==> config.mk <==
export PLATFORM = sky130hd
export DESIGN_NAME = cordic_vectoring
export DESIGN_NICKNAME = d
export VERILOG_FILES = /design/src/rtl/cordic_pkg.sv /design/src/rtl/cordic_vec_stage.sv /design/src/rtl/cordic_vectoring.sv
export SDC_FILE = /design/constraint.sdc
export NUM_CORES = 1
export LEC_CHECK = 0
export CAP_MARGIN = 15
export CORE_MARGIN = 3
export CORE_UTILIZATION = 45
export CTS_CLUSTER_DIAMETER = 200
export CTS_CLUSTER_SIZE = 24
export DETAILED_ROUTE_END_ITERATION = 6
export PLACE_DENSITY = 0.65
export RECOVER_POWER = 25
export SLEW_MARGIN = 20
export SYNTH_ARGS = -nofsm -noshare
export SYNTH_HDL_FRONTEND = slang
export SYNTH_HIERARCHICAL = 1
export SYNTH_SLANG_ARGS = --single-unit
==> constraint.sdc <==
create_clock -name clk -period 18.05 [get_ports clk]
set_input_delay 2.7075 -clock clk [delete_from_list [all_inputs] [get_ports clk]]
set_output_delay 2.7075 -clock clk [all_outputs]
set_load 0.01 [all_outputs]
==> src/rtl/cordic_pkg.sv <==
// cordic_pkg: shared constants, atan table and state encoding for the CORDIC engines
package cordic_pkg;
   localparam int DATA_W = 16;
   localparam int WORK_W = 18;
   localparam logic signed [DATA_W-1:0] HALF_PI = 16'sd12868;
   localparam logic signed [DATA_W-1:0] PI = 16'sd25736;
   localparam logic [DATA_W-1:0] INV_K = 16'd39797;
   typedef enum logic [1:0] {S_IDLE, S_ITER, S_SCALE} state_t;
   function automatic logic signed [DATA_W-1:0] atan_lut(input logic [3:0] i);
      case (i)
         4'd0:  return 16'sd6434;
         4'd1:  return 16'sd3798;
         4'd2:  return 16'sd2007;
         4'd3:  return 16'sd1019;
         4'd4:  return 16'sd511;
         4'd5:  return 16'sd256;
         4'd6:  return 16'sd128;
         4'd7:  return 16'sd64;
         4'd8:  return 16'sd32;
         4'd9:  return 16'sd16;
         4'd10: return 16'sd8;
         4'd11: return 16'sd4;
         4'd12: return 16'sd2;
         4'd13: return 16'sd1;
         default: return 16'sd0;
      endcase
   endfunction
endpackage

==> src/rtl/cordic_vec_stage.sv <==
// cordic_vec_stage: one vectoring micro-rotation, driving Y toward zero
module cordic_vec_stage
   import cordic_pkg::*;
(
   input  logic signed [WORK_W-1:0] i_x,
   input  logic signed [WORK_W-1:0] i_y,
   input  logic signed [DATA_W-1:0] i_z,
   input  logic [3:0]               i_idx,
   output logic signed [WORK_W-1:0] o_x,
   output logic signed [WORK_W-1:0] o_y,
   output logic signed [DATA_W-1:0] o_z
);
   logic                     w_neg;
   logic signed [WORK_W-1:0] w_xs, w_ys;
   logic signed [DATA_W-1:0] w_atan;
   assign w_neg  = i_y[WORK_W-1];
   assign w_xs   = i_x >>> i_idx;
   assign w_ys   = i_y >>> i_idx;
   assign w_atan = atan_lut(i_idx);
   assign o_x = w_neg ? i_x - w_ys : i_x + w_ys;
   assign o_y = w_neg ? i_y + w_xs : i_y - w_xs;
   assign o_z = w_neg ? i_z - w_atan : i_z + w_atan;
endmodule

==> src/rtl/cordic_vectoring.sv <==
// cordic_vectoring: iterative CORDIC returning atan2(y, x) and gain-compensated magnitude
module cordic_vectoring
   import cordic_pkg::*;
#(
   parameter int ITER = 14
) (
   input  logic                     clk,
   input  logic                     rst,
   input  logic                     start,
   input  logic signed [DATA_W-1:0] x_in,
   input  logic signed [DATA_W-1:0] y_in,
   output logic                     busy,
   output logic                     done,
   output logic signed [DATA_W-1:0] angle,
   output logic [DATA_W-1:0]        magnitude
);
   state_t                   r_state, w_next;
   logic signed [WORK_W-1:0] r_x, r_y, w_x, w_y, w_xe, w_ye, w_x0, w_y0;
   logic signed [DATA_W-1:0] r_z, w_z, w_z0, r_angle;
   logic [DATA_W-1:0]        r_mag, w_mag;
   logic [3:0]               r_i;
   logic                     r_zero, r_done, w_take;
   logic signed [34:0]       w_prod;
   logic signed [18:0]       w_sc;

   assign w_take = (r_state == S_IDLE) && start;
   assign w_xe = {{(WORK_W-DATA_W){x_in[DATA_W-1]}}, x_in};
   assign w_ye = {{(WORK_W-DATA_W){y_in[DATA_W-1]}}, y_in};
   // Left half-plane inputs are turned by -/+90 degrees so the iterations only span +/-99 degrees
   assign w_x0 = !x_in[DATA_W-1] ? w_xe : (!y_in[DATA_W-1] ? w_ye : -w_ye);
   assign w_y0 = !x_in[DATA_W-1] ? w_ye : (!y_in[DATA_W-1] ? -w_xe : w_xe);
   assign w_z0 = !x_in[DATA_W-1] ? 16'sd0 : (!y_in[DATA_W-1] ? HALF_PI : -HALF_PI);

   assign w_prod = r_x * $signed({1'b0, INV_K});
   assign w_sc   = 19'(w_prod >>> 16);
   assign w_mag  = w_sc[18] ? '0 : (|w_sc[17:16] ? 16'hFFFF : w_sc[15:0]);

   cordic_vec_stage u_stage (
      .i_x(r_x), .i_y(r_y), .i_z(r_z), .i_idx(r_i),
      .o_x(w_x), .o_y(w_y), .o_z(w_z)
   );

   always_ff @(posedge clk or posedge rst) begin
      if (rst) r_state <= S_IDLE;
      else     r_state <= w_next;
   end

   always_comb begin
      w_next = r_state;
      if (w_take) w_next = S_ITER;
      else if (r_state == S_ITER && r_i == 4'(ITER-1)) w_next = S_SCALE;
      else if (r_state == S_SCALE) w_next = S_IDLE;
   end

   always_ff @(posedge clk or posedge rst) begin
      if (rst) begin
         r_x <= '0;
         r_y <= '0;
         r_z <= '0;
         r_i <= '0;
         r_zero <= 1'b0;
         r_done <= 1'b0;
         r_angle <= '0;
         r_mag <= '0;
      end else begin
         r_done <= 1'b0;
         if (w_take) begin
            r_x <= w_x0;
            r_y <= w_y0;
            r_z <= w_z0;
            r_i <= '0;
            r_zero <= (x_in == 16'sd0) && (y_in == 16'sd0);
         end
         if (r_state == S_ITER) begin
            r_x <= w_x;
            r_y <= w_y;
            r_z <= w_z;
            r_i <= r_i + 4'd1;
         end
         if (r_state == S_SCALE) begin
            r_angle <= r_zero ? '0 : r_z;
            r_mag <= r_zero ? '0 : w_mag;
            r_done <= 1'b1;
         end
      end
   end

   assign busy = r_state != S_IDLE;
   assign done = r_done;
   assign angle = r_angle;
   assign magnitude = r_mag;
endmodule

After elaboration in Yosys (flattened, before gate mapping)

Memories as Yosys holds them, arrays and structs flattened.
Cells that the tools add are included.

Bits in registers: 92
Output and inout bits: 34
Memory bits (read-only): 208
Logic and storage cells: 60
Bits in latches: 0
Memories: 1
Memory bits (writable): 0
Input port bits: 35

Equality and inequality tests: 3
Shift-type cells: 2
$mul: 1
Bitwise logic cells: 0
Div/mod/pow operators: 0
Order comparisons: 0
Multiplexer cells: 25
$add $sub $neg: 9
Reductions and logical operators: 10

Memories:

| memory          | depth | bits a word | read ports | clocked after Yosys merged registers in | write ports | RTL line         | source |
|---|---|---|---|---|---|---|---|
| (no name shown) | 16    | 13          | 1          | 0                                       | 0           | cordic_pkg.sv:10 | `case (i)` |

Operators by type and width:

| operator               | count |
|---|---|
| $mux 18                | 10 |
| $mux 16                | 9 |
| $add 18x18->18         | 2 |
| $neg 16->18            | 2 |
| $sshr 18x4->18         | 2 |
| $sub 18x18->18         | 2 |
| $mul 18x17->35 const B | 1 |
| $logic_not 16->1       | 2 |
| $add 16x16->16         | 1 |
| $sub 16x16->16         | 1 |
| $mux 4                 | 2 |
| $mux 2                 | 3 |
| $add 4x1->4 const B    | 1 |
| $eq 4x4->1 const B     | 1 |
| $reduce_bool 2->1      | 2 |
| $logic_and 1x1->1      | 3 |
| $reduce_bool 3->1      | 1 |
| $eq 2x1->1 const B     | 1 |
| $eq 2x2->1 const B     | 1 |
| $logic_not 2->1        | 1 |
| $reduce_or 2->1        | 1 |
| $mux 1                 | 1 |

Depth between registers and ports, before layout

Gate-level depths: netlist (run 1).

Word-level depth: 5
Gate-level depth with buffers: 25
Mapped depth without buffers: 21

Cells and area by module

The synthesis (run 1) kept the hierarchy.

Modules (own cells, without submodules):

| module           | cells an instance | seq. area each (um2) | instances | area an instance (um2) |
|---|---|---|---|---|
| cordic_vectoring | 1231              | 2302.2               | 1         | 11170.7 |
| cordic_vec_stage | 697               | 0.0                  | 1         | 5444.0 |

Least setup slack after synthesis (run 1)

Ideal clock, no wire load.

Path type: flip-flop to flip-flop
From: register r_x[17]
To: register r_mag[5], in the netlist magnitude[5]
Setup slack: 12.219 ns
Period minus slack after synthesis: 5.831 ns
Library setup time: 0.126 ns
Data arrival time: 5.705 ns
Buffers on the path: 2
Stages on the path, launching flop included: 21
Required time: 17.924 ns
Cell sequence: dfrtp_1 ha_1 inv_1 fa_1 fa_1 fa_1 fa_1 inv_1 fa_1 inv_1 ha_1 buf_2 a21o_1 a21o_1 a211oi_1 o21ai_1 nor4_1 o211ai_1 a21o_2 buf_6 a221o_1

Longest elaborated chain between the ends: 5

Ends and longest elaborated chain:

| item                   | RTL line               | source |
|---|---|---|
| start, declared        | cordic_vectoring.sv:18 | `logic signed [WORK_W-1:0] r_x, r_y, w_x, w_y, w_xe, w_ye, w_x0, w_y0;` |
| start signal, assigned | cordic_vectoring.sv:68 | `r_x <= w_x0;` |
| start signal, assigned | cordic_vectoring.sv:75 | `r_x <= w_x;` |
| $mul 18x17->35 *       | cordic_vectoring.sv:34 | `assign w_prod = r_x * $signed({1'b0, INV_K});` |
| $reduce_or 2->1        | cordic_vectoring.sv:36 | `assign w_mag = w_sc[18] ? '0 : (\|w_sc[17:16] ? 16'hFFFF : w_sc[15:0]);` |
| $mux 16                | cordic_vectoring.sv:36 |  |
| $mux 16 *              | cordic_vectoring.sv:36 |  |
| $mux 16 *              | cordic_vectoring.sv:82 | `r_mag <= r_zero ? '0 : w_mag;` |
| end signal, assigned   | cordic_vectoring.sv:82 |  |
| end, declared          | cordic_vectoring.sv:20 | `logic [DATA_W-1:0] r_mag, w_mag;` |

Every way passes the cells marked *; elsewhere a longest branch is shown, timed or not.
A chain may end at the register's enable or synchronous reset.

Worst setup path in the final report (run 1)

From: register r_x[11]
To: register r_mag[2], in the netlist magnitude[2]

Same word-level chain as after synthesis.

==> results.json, run 1 <==
{
  "postCtsResizedCells": 0,
  "grt_use_total_pct": 23.1,
  "hp-start": "angle[8]$_DFFE_PP0P_",
  "synth-adder-area-share_pct": 32.0,
  "diodes": 0,
  "viasPerCell": 5.80,
  "crit_slowest_cell": "a2111oi_1",
  "violations": "capacitance limit, slew limit",
  "routed_wl_mm": 44.6,
  "drive_gt1_share_pct": 5.71,
  "arrival_ps": 7100,
  "floorplan.rows": 69,
  "finalSetupTns_ps": 0,
  "synth-seq-area-share_pct": 13.9,
  "htree_levels": 3,
  "yosysTopAreaCell": "fa_1",
  "synth_top_cell_area_share_pct": 16.6,
  "wl_met2_mm": 20.1,
  "gr-total-overflow": 0,
  "worstHoldPathCells": 2,
  "dp_slack_ps": 11340,
  "setup_viol_count_final": 0,
  "crit_fanout": 16,
  "synth.net_count": 2305,
  "wl_met3_mm": 2.86,
  "grt_pass1_wl_mm": 72.3,
  "crit_path_frequent_cell": "fa_1",
  "crit_buf_inv": 4,
  "portBuffers": 68,
  "clkLatencyLatePin_ps": 370,
  "cts_root_buf": "clkbuf_16",
  "crit_path_start_kind": "flop",
  "drt_iter0_markers": 958,
  "grt_antenna_before_repair": 0,
  "drt-met1-wl_mm": 21.1,
  "routed-via-count": 14000,
  "final_nets": 2317,
  "synth_mux_area_share_pct": 7.87,
  "critPathMaxStageDelay_ps": 860,
  "cts_tree": "built",
  "hold_viol_final": 0,
  "start_util_pct": 46.2,
  "synth-warning-count": 6,
  "grt_max_degree": 71,
  "min_period_ps": 6810,
  "synth_compound_area_share_pct": 16.6,
  "ys_ff_latch": 92,
  "timing.final.ws_setup_ps": 11240,
  "r2r_start": "r_x[11]$_DFFE_PP0P_",
  "crit_family": "adder cells",
  "reg2reg_to": "magnitude[2]$_DFFE_PP0P_",
  "cts_hold_buf": 0,
  "synth_cell_types": 90,
  "finalCritPeriodShare_pct": 37.7,
  "ios": 69,
  "fillers": 3509,
  "wl_per_cell_um": 18.5,
  "rsz0062_at_grt": "false",
  "cts_setup_buffers": 0,
  "async_flop_share_pct": 100,
  "clock.fmax_mhz": 147,
  "r2r_cells": 19,
  "first_global_vias": 13300,
  "slew_headroom_pct": -58.4,
  "synthFlopType": "dfrtp_1",
  "hpwlAfterDp_mm": 35.0,
  "tightest_slew_ps": 2360,
  "rrSetupSlack_ps": 11240,
  "finalMaxSlewViolations": 102,
  "hold-path-endpoint": "angle[8]$_DFFE_PP0P_",
  "avgSynthCellArea_um2": 8.62,
  "cts-buffers-inserted": 9,
  "startpoint": "r_x[11]$_DFFE_PP0P_",
  "crit_type": "reg -> reg",
  "ant_nets": 0,
  "maxCapViolations": 2,
  "synth_top_family_by_area": "adder cells",
  "synth-xor-area-share_pct": 6.36,
  "areaGrowthSynthToFinish_pct": 7.57,
  "synth_commonest_cells": "inv_1 (289), ha_1 (204), nand2_1 (166)",
  "die_w_um": 198,
  "outcome": "finished, violations left",
  "gp_congestion": 0.897,
  "die_h_um": 198,
  "dieArea_um2": 39300,
  "clkSinkCount": 92,
  "drc": 0,
  "clk_path_buf_depth": 2,
  "clkTransAtPathRegs_ps": 70,
  "required_ps": 18340,
  "top_layer": "met4",
  "synth_edf_count": 0,
  "crit_path_cell_trace": "ha_1 > inv_1 > fa_1 > fa_1 > inv_1 > fa_1 > fa_1 > inv_1 > fa_1 > inv_1 > ha_1 > a21oi_1 > o21ai_0 > a2111oi_1 > nor4_1 > o31a_1 > a2111oi_0 > a21o_2 > a221o_1",
  "synth.area.top_cells": "fa_1 (17%), ha_1 (15%), dfrtp_1 (14%), inv_1 (6.5%), mux4_2 (4.2%)",
  "core-area_um2": 36000,
  "synth.most_common_cell": "inv_1",
  "synth_cells": 1928,
  "synth-simple-area-share_pct": 14.3,
  "endpoint_kind": "flop",
  "hp-class": "reg -> reg",
  "netlist_area_um2": 16600,
  "clock_skew_ps": 17.9,
  "dr.pass1.iters": 5
}
==> stage by stage <==
step	std cells	hold slack [ps]	utilization (%)	cell area, um2
2_1_floorplan	1928	478	-	16600
3_3_place_gp	2390	461	48.9	17600
3_5_place_dp	2390	469	48.9	17600
4_1_cts	2406	486	49.7	17900
5_1_grt	2406	501	49.6	17900
6_report	2406	476	49.6	17900
==> cells by family after synthesis <==
family	after synthesis
xor+xnor	119
fa+ha+maj	342
flops	92
mux	82
buf+inv	372
compound gates	419
simple gates	502
==> registers in the layout (all words and copies together) (netlist names) <==
name	flops
angle	16
done	1
magnitude	16
r_i	4
r_state	2
r_x	18
r_y	18
r_z	16
r_zero	1
==> worst max path at each step <==
stage | depth (start not counted) | slack, ps | end
floorplan | 20 | 12220 | magnitude[5]$_DFFE_PP0P_
global placement | 19 | 11470 | magnitude[12]$_DFFE_PP0P_
detailed placement | 19 | 11340 | magnitude[2]$_DFFE_PP0P_
CTS | 19 | 11330 | magnitude[2]$_DFFE_PP0P_
global route | 19 | 10970 | magnitude[2]$_DFFE_PP0P_
finish | 19 | 11240 | magnitude[2]$_DFFE_PP0P_
==> layout make-up <==
| cell class | instances | area [um2] | share of cell area (%) |
|---|---|---|---|
| Sequential cell | 92 | 2300 | 12.9 |
| Tap cell | 461 | 577 | 3.23 |
| Timing Repair Buffer | 82 | 781 | 4.37 |
| Clock inverter | 6 | 52.6 | 0.294 |
| Inverter | 291 | 1090 | 6.12 |
| Clock buffer | 10 | 229 | 1.28 |
| Multi-Input combinational cell | 1464 | 12800 | 71.8 |
==> cells in the final DEF, fill, tap and decap left out, types with 6 or more instances in the layout <==
master,netlist,layout
mux4_2,31,31
a221o_2,6,6
buf_4,1,14
o21ai_0,87,87
a211oi_1,16,16
mux2_2,10,10
o211ai_1,16,16
xnor2_1,70,70
nor3_1,33,33
o31ai_1,11,11
fa_1,138,138
nor2b_1,15,14
a221o_1,19,19
nor2_1,143,142
dfrtp_1,92,90
o21a_1,17,17
mux2i_1,34,34
nand2b_1,31,31
nand3_1,39,39
clkbuf_16,0,9
o22ai_1,7,7
inv_1,289,288
xor2_1,48,48
or3_1,8,8
a21o_1,28,28
and2_1,8,8
ha_1,204,204
clkdlybuf4s50_1,0,66
and3_1,12,12
a31oi_1,32,32
a21oi_1,115,115
a22oi_1,7,7
nand4_1,10,10
nand2_1,166,166
==> worst min-delay path, cell delays in order (launching register included) <==
cell     delay (ps)
dfrtp_1         340
nand2_1          40
o21ai_0          60
==> metal layers <==
layer | vias to the layer above | track usage (%)
met4 | 0 | 4.80
met3 | 37 | 3.54
met2 | 442 | 36.1
met1 | 6836 | 34.2
li1 | 6636 | -
met5 | - | 0
Power of run 1 is not shown: default switching activity piles up to over one toggle a cycle in this logic, so the estimate is an artifact.
==> inputs of run 2 (changes only) <==
==> constraint.sdc (replaced) <==
create_clock -name clk -period 6.9 [get_ports clk]
set_input_delay 1.035 -clock clk [delete_from_list [all_inputs] [get_ports clk]]
set_output_delay 1.035 -clock clk [all_outputs]
set_load 0.01 [all_outputs]
==> run 2 against run 1 <==
Compared with the run above: routed wire length increased by 3.2%; critical path depth is the same; worst setup slack got worse by 11000 ps; register-to-register slack worse by 11000 ps; clock skew grew 0.72 ps; highest routed layer unchanged; via count is 1.2% higher; critical path type unchanged; sequential share of layout area fell by 0.10 points; core utilization is 0.44 points higher; die area unchanged; cell area is 0.90% higher; the flow still finishes with violations (capacitance limit, slew limit).
==> results.json, run 2 (synthesis results as in run 1) <==
{
  "outcome": "finished, violations left",
  "violations": "capacitance limit, slew limit",
  "drive_gt1_share_pct": 6.63,
  "reg_top3": "r_x (18), r_y (18)",
  "cts_root_buf": "clkbuf_16",
  "gp_congestion": 0.943,
  "htree_levels": 3,
  "cts_tree": "built",
  "cts_setup_buffers": 0,
  "reg2reg_to": "magnitude[3]$_DFFE_PP0P_",
  "drt_iter0_markers": 1020,
  "ant_nets": 0,
  "cp.depth": 19,
  "clkTransAtPathRegs_ps": 70,
  "startpoint": "r_x[10]$_DFFE_PP0P_",
  "setup_viol_count_final": 0,
  "hpwlAfterDp_mm": 36.5,
  "routed_wl_mm": 46.0,
  "fillers": 3423,
  "finalMaxSlewViolations": 105,
  "start_util_pct": 46.2,
  "clock.fmax_mhz": 153,
  "grt_pass1_wl_mm": 75.0,
  "diodes": 0,
  "floorplan.rows": 69,
  "crit_path_start_kind": "flop",
  "final_common_cell": "inv_1",
  "min_period_ps": 6560,
  "crit_path_cell_trace": "ha_1 > inv_1 > fa_1 > fa_1 > fa_1 > inv_1 > fa_1 > inv_1 > fa_1 > inv_1 > ha_1 > nand4_1 > o21ai_0 > a2111oi_1 > nor4_1 > o31a_1 > a2111oi_0 > a21o_2 > a221o_1",
  "crit_slowest_cell": "a2111oi_1",
  "drc": 0,
  "layout_common_cells": "inv_1 (288), ha_1 (204), nand2_1 (166)",
  "die_h_um": 198,
  "grt_max_degree": 71,
  "cts-buffers-inserted": 9,
  "rsz0062_at_grt": "false",
  "cts_hold_buf": 0,
  "arrival_ps": 6850,
  "crit_path_frequent_cell": "fa_1",
  "final_nets": 2334,
  "gr-total-overflow": 0,
  "dr.pass1.iters": 5,
  "clkSinkCount": 92,
  "routed-via-count": 14100,
  "finalCritPeriodShare_pct": 95.0,
  "clk_path_buf_depth": 2,
  "slew_headroom_pct": -83.7,
  "design_area_um2": 18000,
  "crit_type": "reg -> reg",
  "crit_fanout": 16,
  "clkLatencyLatePin_ps": 380,
  "placed_area_um2": 17700,
  "hold_viol_final": 0,
  "finalSetupTns_ps": 0,
  "critPathMaxStageDelay_ps": 720,
  "crit_buf_inv": 4,
  "r2r_start": "r_x[10]$_DFFE_PP0P_",
  "die_w_um": 198,
  "required_ps": 7190,
  "hp-class": "reg -> reg",
  "maxCapViolations": 2,
  "dieArea_um2": 39300,
  "first_global_vias": 13900,
  "crit_family": "adder cells",
  "tightest_slew_ps": 2740,
  "clock_skew_ps": 18.7,
  "areaGrowthSynthToFinish_pct": 8.53,
  "grt_antenna_before_repair": 0,
  "grt_use_total_pct": 24.0,
  "r2r_cells": 19,
  "viasPerCell": 5.83,
  "ios": 69,
  "wl_per_cell_um": 19.0,
  "rrSetupSlack_ps": 340,
  "endpoint_kind": "flop",
  "core-area_um2": 36000,
  "portBuffers": 68,
  "critPathCapture": "magnitude[3]$_DFFE_PP0P_"
}
==> run 2: cell types whose count changed in the layout (fill, tap and decap cells not counted), sizes merged <==
| cell | previous run | this run |
|---|---|---|
| buf | 15 | 32 |
| clkinvlp | 3 | 1 |
| bufinv | 0 | 1 |
| clkinv | 2 | 3 |
==> run 2: final cells by class <==
| type | count | area (um2) | area share (%) |
|---|---|---|---|
| Clock buffer | 10 | 229 | 1.27 |
| Inverter | 291 | 1090 | 6.06 |
| Multi-Input combinational cell | 1464 | 12800 | 71.2 |
| Sequential cell | 92 | 2310 | 12.8 |
| Timing Repair Buffer | 99 | 908 | 5.04 |
| Tap cell | 461 | 577 | 3.20 |
| Clock inverter | 6 | 76.3 | 0.423 |
==> run 2: metrics by stage <==
stage               hold slack, ps  cells  utilization, %  setup slack, ps
finish                         477   2423            50.1              344
global route                   505   2423            50.1             7.65
CTS                            487   2423            50.1              417
detailed placement             469   2407            49.2              417
global placement               460   2407            49.2              583
floorplan                      478   1928               -             1070
==> run 2: worst min-delay path by stage <==
stage | start | endpoint | slack, ps | depth (start not counted)
global route | angle[9]$_DFFE_PP0P_ | angle[9]$_DFFE_PP0P_ | 500 | 2
detailed placement | angle[3]$_DFFE_PP0P_ | angle[3]$_DFFE_PP0P_ | 470 | 2
global placement | angle[6]$_DFFE_PP0P_ | angle[6]$_DFFE_PP0P_ | 460 | 2
CTS | angle[3]$_DFFE_PP0P_ | angle[3]$_DFFE_PP0P_ | 490 | 2
floorplan | r_i[3]$_DFFE_PP0P_ | r_i[3]$_DFFE_PP0P_ | 480 | 1
finish | angle[3]$_DFFE_PP0P_ | angle[3]$_DFFE_PP0P_ | 480 | 2
==> run 2: what timing repair did <==
item | 4_1_cts | 5_1_grt
endpoints found under the hold margin | 0 | 0
setup endpoints to repair | 0 | 16
gates resized for setup | 0 | 1
==> run 2: worst min-delay path: stages, from the launching register on <==
cell and delay (ps):
dfrtp_1 340, nand2_1 40, o21ai_0 60
==> run 2: routing by layer <==
layer  part of all wire [%]  up-vias  GRT usage (%)
met5                      0        -              0
met4                    1.7        0           5.82
met3                    6.4       55           3.81
met2                     45      452           37.5
met1                     46     6946           35.1
li1                       -     6665              -
Power of run 2 is left out for the same reason.
